### config.mk
export PLATFORM = sky130hd
export DESIGN_NAME = csi_linebuf_ctrl
export DESIGN_NICKNAME = d
export VERILOG_FILES = /design/src/rtl/csi_pkg.sv /design/src/rtl/csi_skid_fifo.sv /design/src/rtl/csi_linebuf_ctrl.sv
export SDC_FILE = /design/constraint.sdc
export NUM_CORES = 1
export LEC_CHECK = 0
export BUFFER_PORTS_ARGS = -buffer_cell sky130_fd_sc_hd__buf_2
export CAP_MARGIN = 20
export CORE_MARGIN = 5
export CORE_UTILIZATION = 52
export CTS_CLUSTER_SIZE = 30
export DETAILED_ROUTE_END_ITERATION = 8
export GPL_ROUTABILITY_DRIVEN = 0
export PLACE_DENSITY_LB_ADDON = 0.1
export SLEW_MARGIN = 20
export SYNTH_ARGS = -nofsm -noshare
export SYNTH_HDL_FRONTEND = slang
export SYNTH_HIERARCHICAL = 1
export SYNTH_SLANG_ARGS = --single-unit
### constraint.sdc
create_clock -name clk -period 3.4 [get_ports clk]
set_input_delay 0.85 -clock clk [delete_from_list [all_inputs] [get_ports clk]]
set_output_delay 0.85 -clock clk [all_outputs]
set_load 0.02 [all_outputs]
### src/rtl/csi_pkg.sv
// csi_pkg: shared types and default sizing for the CSI line-buffer controller
package csi_pkg;
    typedef enum logic [1:0] {BUF_EMPTY, BUF_FILL, BUF_FULL, BUF_DRAIN} buf_state_t;
    typedef enum logic [1:0] {RD_IDLE, RD_STREAM, RD_FLUSH} rd_state_t;
    localparam int DEF_DEPTH  = 1024;
    localparam int DEF_ADDR_W = 16;
endpackage

### src/rtl/csi_skid_fifo.sv
// csi_skid_fifo: two-entry FIFO decoupling line-buffer reads from stream backpressure
module csi_skid_fifo #(
    parameter int W = 34
) (
    input  logic         clk,
    input  logic         reset,
    input  logic         push,
    input  logic [W-1:0] din,
    input  logic         pop,
    output logic [W-1:0] dout,
    output logic [1:0]   count
);
    logic [W-1:0] tail;
    always_ff @(posedge clk) begin
        if (!reset) begin
            dout  <= '0;
            tail  <= '0;
            count <= '0;
        end else begin
            if (pop && count == 2'd2) dout <= tail;
            if (push) begin
                if (count == 2'd0 || (count == 2'd1 && pop)) dout <= din;
                else tail <= din;
            end
            count <= count + {1'b0, push} - {1'b0, pop};
        end
    end
endmodule

### src/rtl/csi_linebuf_ctrl.sv
// csi_linebuf_ctrl: ping-pong line-buffer controller feeding an AXI4-Stream master
module csi_linebuf_ctrl
    import csi_pkg::*;
#(
    parameter int DATA_W = 32,
    parameter int ADDR_W = DEF_ADDR_W,
    parameter int DEPTH  = DEF_DEPTH,
    parameter int CNT_W  = 8
) (
    input  logic              clk,
    input  logic              reset,
    input  logic              wr_valid,
    input  logic              wr_line_end,
    input  logic              wr_frame_start,
    output logic              we,
    output logic              line_select,
    output logic [ADDR_W-1:0] wr_addr,
    output logic              rd_en,
    output logic              rd_select,
    output logic [ADDR_W-1:0] read_addr,
    input  logic [DATA_W-1:0] rd_data,
    input  logic              Tready,
    output logic              Tvalid_out,
    output logic [DATA_W-1:0] Tdata,
    output logic              Tuser,
    output logic              Tlast,
    output logic              overflow,
    output logic [CNT_W-1:0]  ovf_count
);
    localparam logic [ADDR_W:0] ONE     = 1;
    localparam logic [ADDR_W:0] DEPTH_L = DEPTH;
    buf_state_t      bstate [2];
    logic [ADDR_W:0] blen [2];
    logic            sof_flag [2];
    logic            wp, rp, sof_pending, dropping;
    logic [ADDR_W:0] widx, ridx;
    rd_state_t       rstate, rstate_nxt;
    logic            inflight, q_user, q_last;
    logic            first, drop_word, ovf_evt, last_rd, pop;
    logic [1:0]      occ;
    logic [2:0]      level;
    assign line_select = wp;
    assign wr_addr     = widx[ADDR_W-1:0];
    assign rd_select   = rp;
    assign read_addr   = ridx[ADDR_W-1:0];
    assign Tvalid_out  = occ != 2'd0;
    assign pop         = Tvalid_out && Tready;
    // a line that starts while its target buffer is still owned by the reader is dropped whole
    always_comb begin
        first      = widx == '0 && !dropping;
        drop_word  = dropping || (first && (bstate[wp] == BUF_FULL || bstate[wp] == BUF_DRAIN));
        we         = reset && wr_valid && !drop_word && widx < DEPTH_L;
        ovf_evt    = wr_valid && wr_line_end && (drop_word || widx == DEPTH_L);
        level      = {1'b0, occ} + {2'b0, inflight} - {2'b0, pop};
        rd_en      = reset && rstate == RD_STREAM && level < 3'd2;
        last_rd    = ridx == blen[rp] - ONE;
        rstate_nxt = (rstate == RD_IDLE && bstate[rp] == BUF_FULL) ? RD_STREAM :
                     (rstate == RD_STREAM && rd_en && last_rd)      ? RD_FLUSH  :
                     (rstate == RD_FLUSH && inflight && q_last)     ? RD_IDLE   : rstate;
    end
    always_ff @(posedge clk) begin
        if (!reset) begin
            bstate[0]   <= BUF_EMPTY;
            bstate[1]   <= BUF_EMPTY;
            blen[0]     <= '0;
            blen[1]     <= '0;
            sof_flag[0] <= 1'b0;
            sof_flag[1] <= 1'b0;
            wp          <= 1'b0;
            rp          <= 1'b0;
            sof_pending <= 1'b0;
            dropping    <= 1'b0;
            widx        <= '0;
            ridx        <= '0;
            rstate      <= RD_IDLE;
            inflight    <= 1'b0;
            q_user      <= 1'b0;
            q_last      <= 1'b0;
            overflow    <= 1'b0;
            ovf_count   <= '0;
        end else begin
            rstate      <= rstate_nxt;
            inflight    <= rd_en;
            q_user      <= sof_flag[rp] && ridx == '0;
            q_last      <= last_rd;
            sof_pending <= wr_frame_start || (sof_pending && !(wr_valid && !drop_word && first));
            if (wr_valid && drop_word) dropping <= !wr_line_end;
            if (wr_valid && !drop_word) begin
                if (first) sof_flag[wp] <= sof_pending;
                if (wr_line_end) begin
                    bstate[wp] <= BUF_FULL;
                    blen[wp]   <= widx == DEPTH_L ? DEPTH_L : widx + ONE;
                    wp         <= !wp;
                    widx       <= '0;
                end else begin
                    bstate[wp] <= BUF_FILL;
                    if (widx != DEPTH_L) widx <= widx + ONE;
                end
            end
            if (ovf_evt) begin
                overflow <= 1'b1;
                if (ovf_count != '1) ovf_count <= ovf_count + CNT_W'(1);
            end
            if (rstate == RD_IDLE && bstate[rp] == BUF_FULL) begin
                bstate[rp] <= BUF_DRAIN;
                ridx       <= '0;
            end
            if (rd_en) ridx <= ridx + ONE;
            if (rstate == RD_FLUSH && inflight && q_last) begin
                bstate[rp] <= BUF_EMPTY;
                rp         <= !rp;
            end
        end
    end
    csi_skid_fifo #(.W(DATA_W + 2)) u_skid (
        .clk   (clk),
        .reset (reset),
        .push  (inflight),
        .din   ({rd_data, q_user, q_last}),
        .pop   (pop),
        .dout  ({Tdata, Tuser, Tlast}),
        .count (occ)
    );
endmodule

==> results.md <==
* Status: finished, final reports clean
* Max Slew Vio Count at 0
* Async SR Flop Fraction at 0%
* Footprint of the multi-input gates at around 4200 µm²
* HP Class: reg -> reg
* FP Rows at 46
* Required @ worst endpoint at roughly 2.6 ns
* Final WL at 19900 µm
* Register area at 3670 µm²
* Synthesized area at 8520 µm²
* Wirelength per Cell at roughly 16 µm
* Fill cell count at 1465
* Critical Path Start Type: flop
* Core Area at 16000 µm²
* TritonCTS clock tree: built
* Most frequent cell after synthesis: nand2_1
* Htree depth at 4
* Gate Count Post-Synth at between 900 and 1k
* Worst min-delay path startpoint: u_skid/tail[20]
* Seq cells post-synth at between 150 and 200
* Remaining DRCs at 0
* Die Ht at roughly 140 µm
* Worst setup slack after layout at 0.0465 ns
* PwrDens at roughly 580 nW/µm²
* 1st-iter DRT viols at 440
* Slew @ Worst Pin at between 0.8 and 0.9 ns
* Clock tree root buffer cell: clkbuf_16
* Crit path DAT at 2.50 ns
* Area delta synth->final at 13.3%
* FF-to-FF setup slack at around 0.46 ns
* Starting Density at a little over half
* R2R Path End: rstate[0]
* Total CTS buffers at 17
* Gr usage total at between 20% and 30%
* Max IR drop VDD at 437 µV
* Die Area at between 15000 and 20000 µm²
* GRT Residual Overflow at 0
* Hold Path Depth at 2
* Largest area contributor in the netlist: dfxtp_1
* Boundary pin count at 118
* Synth top area share at about 30%
* Slew headroom at 46.1%
* Clock Skews at 0.00875 ns
* Max stage delay cell, worst path: fa_1
* Sequential area share after synthesis at between 40% and 50%
* Largest fanout on the critical path at 2
* NumNets Final at approximately 1.1k
* Clock Path Buffers at 2
* EDFF count, synth at 38
* Maximum clock frequency at a little under 0.3 GHz
* Largest net degree at the start of global routing at 87
* Minimum clock period at around 3.4 ns
* Hold Vio Cnt, Final at 0
* Total power at roughly 5.6 mW
* Ant diodes at 0
* Number of global-route vias before repair at ~6.6k
* Commonest cells post-synth: nand2_1, dfxtp_1, nor2_1, mux2i_1, a31oi_1
* Final setup viols at 0
* I/O Buffers at 117
* Top FF cell, synth: dfxtp_1
* Setup Crit Path Kind: reg -> out
* Initial antenna violation count at 0
* Worst setup EP type: output port
* Leading cell types by total area after synthesis: dfxtp_1, edfxtp_1, nand2_1, mux2i_1, nor2_1
* Clock sink count at ~160
* Share of cells above drive strength 1 at a little under a fifth
* Via count at 7006
* Worst-Skew Late Latency at 0.43 ns
* Avg Vias per Cell at approximately 5.5
* Clock transition at the registers of the reported paths at 0.06 ns
* Post-Place Worst Slack at -0.0574 ns
* Synthesized net count at 1020
* R2R cell count at 9
* Pleak at 3.62 nW
* Max-Cap Viols at 0
* Die X at approximately 140 µm
* ANT nets after route at 0
* First-pass GRT wire length at 33400 µm
* # hold bufs at CTS at 0
* Synthesis Warnings at 6
* Worst Hold Endpoint: u_skid/tail[20]
* Netlist cell types at about 70
* Slowest stage delay, CP at 0.47 ns
* First-pass iteration count of the detailed router at 5
* Post-DP HPWL at 13800 µm
* RSZ-0062 raised after global routing: yes
* Worst path cell trace: or2_4 > and2_4 > ha_4 > nand2b_4 > fa_1 > nor2b_1 > nand4_1 > inv_2 > buf_6
* Mean Syn Cell Area at 8.77 µm²
* Tcrit/Tclk final at a little over nine tenths
==> worst max path at each step <==
stage | slack, ns | to | depth (start not counted) | from
finish | 0.05 | rd_en | 9 | u_skid/count[1]
global route | -0.03 | rd_en | 9 | u_skid/count[1]
CTS | 0.02 | rd_en | 9 | u_skid/count[1]
detailed placement | -0.06 | rd_en | 9 | Tready
global placement | -0.04 | rd_en | 9 | Tready
floorplan | 0.03 | blen[1][0] | 9 | widx[0]
==> power breakdown <==
group / total (mW) / switching [mW] / leakage, nW / internal [mW]
Sequential: 2.31 / 0.117 / 1.41 / 2.19
Clock: 2.00 / 0.789 / 0.304 / 1.21
Combinational: 1.32 / 0.845 / 1.90 / 0.477
Total: 5.64 / 1.75 / 3.62 / 3.88
==> metrics by stage <==
stage                     area (µm²)  utilization, %  instances  setup TNS (ns)  hold slack, ns
after global routing            9650            60.3       1266         -0.0334           0.483
final                           9650            60.3       1266               0           0.459
after global placement          8990            56.2       1233         -0.0404           0.442
after CTS                       9650            60.3       1266               0           0.459
after detailed placement        8990            56.2       1233         -0.0574           0.447
after floorplan                 8520               -        972               0           0.435
==> routing by layer <==
| layer | track usage, % | part of all wire, % |
|---|---|---|
| met5 | 0 | 0 |
| met4 | 5.98 | 0.89 |
| met3 | 4.62 | 5.2 |
| met2 | 33.6 | 46 |
| met1 | 28.1 | 48 |
==> sequential cells by signal, summed over array words and instances (netlist names), named ones only <==
name	flops
q_last	1
sof_flag	2
ridx	17
rstate	2
ovf_count	8
sof_pending	1
line_select	1
blen	34
widx	17
bstate	4
inflight	1
u_skid/dout	34
q_user	1
u_skid/tail	34
dropping	1
u_skid/count	2
rd_select	1
overflow	1
==> cell families (layout without fill, tap and decap cells) <==
family	after synthesis	after routing	synth area share, %
XOR/XNOR	54	54	5.55
AO/OA/AOI/OAI	162	162	12.3
AND/OR/NAND/NOR	413	413	23.2
buffers and inverters	111	189	7.53
multiplexers	58	58	6.83
flip-flops	164	164	43.0
adder cells (fa/ha/maj)	10	10	1.56
==> timing repair <==
| item | 4_1_cts | 5_1_grt |
|---|---|---|
| resized for setup | 9 | 0 |
| endpoints found under the hold margin | 0 | 0 |
| pin swaps | 1 | 0 |
| endpoints found under the setup margin | 1 | 1 |
| buffers inserted | 1 | 0 |
==> placed cells by master (no fill, tap or decap), types with 19 or more instances in the layout <==
| cell | Yosys | routed |
|---|---|---|
| nand2_1 | 171 | 171 |
| dfxtp_1 | 126 | 124 |
| buf_2 | 15 | 115 |
| nor2_1 | 94 | 94 |
| mux2i_1 | 57 | 57 |
| a31oi_1 | 42 | 42 |
| edfxtp_1 | 38 | 38 |
| a21oi_1 | 35 | 35 |
| o31ai_1 | 34 | 34 |
| xnor2_1 | 32 | 32 |
| nand3_1 | 26 | 26 |
| buf_4 | 33 | 24 |
| xor2_1 | 22 | 22 |
| o21ai_0 | 23 | 22 |
| clkbuf_16 | 0 | 19 |
==> cell type report <==
cell class                      instances  area share, %
Sequential cell                       164           38.0
Tap cell                              216           2.80
Timing Repair Buffer                  141           8.15
Multi-Input combinational cell        697           44.0
Clock inverter                          9           1.17
Inverter                               16          0.622
Clock buffer                           23           5.29
==> critical path: cells and delay by family (launching register included) <==
kind / cells / cell delay (ns)
adder cells (fa/ha/maj): 2 / 0.70
flip-flops: 1 / 0.32
AND/OR/NAND/NOR: 5 / 0.81
buffers and inverters: 2 / 0.25
Power figures use the tool's default switching activity.
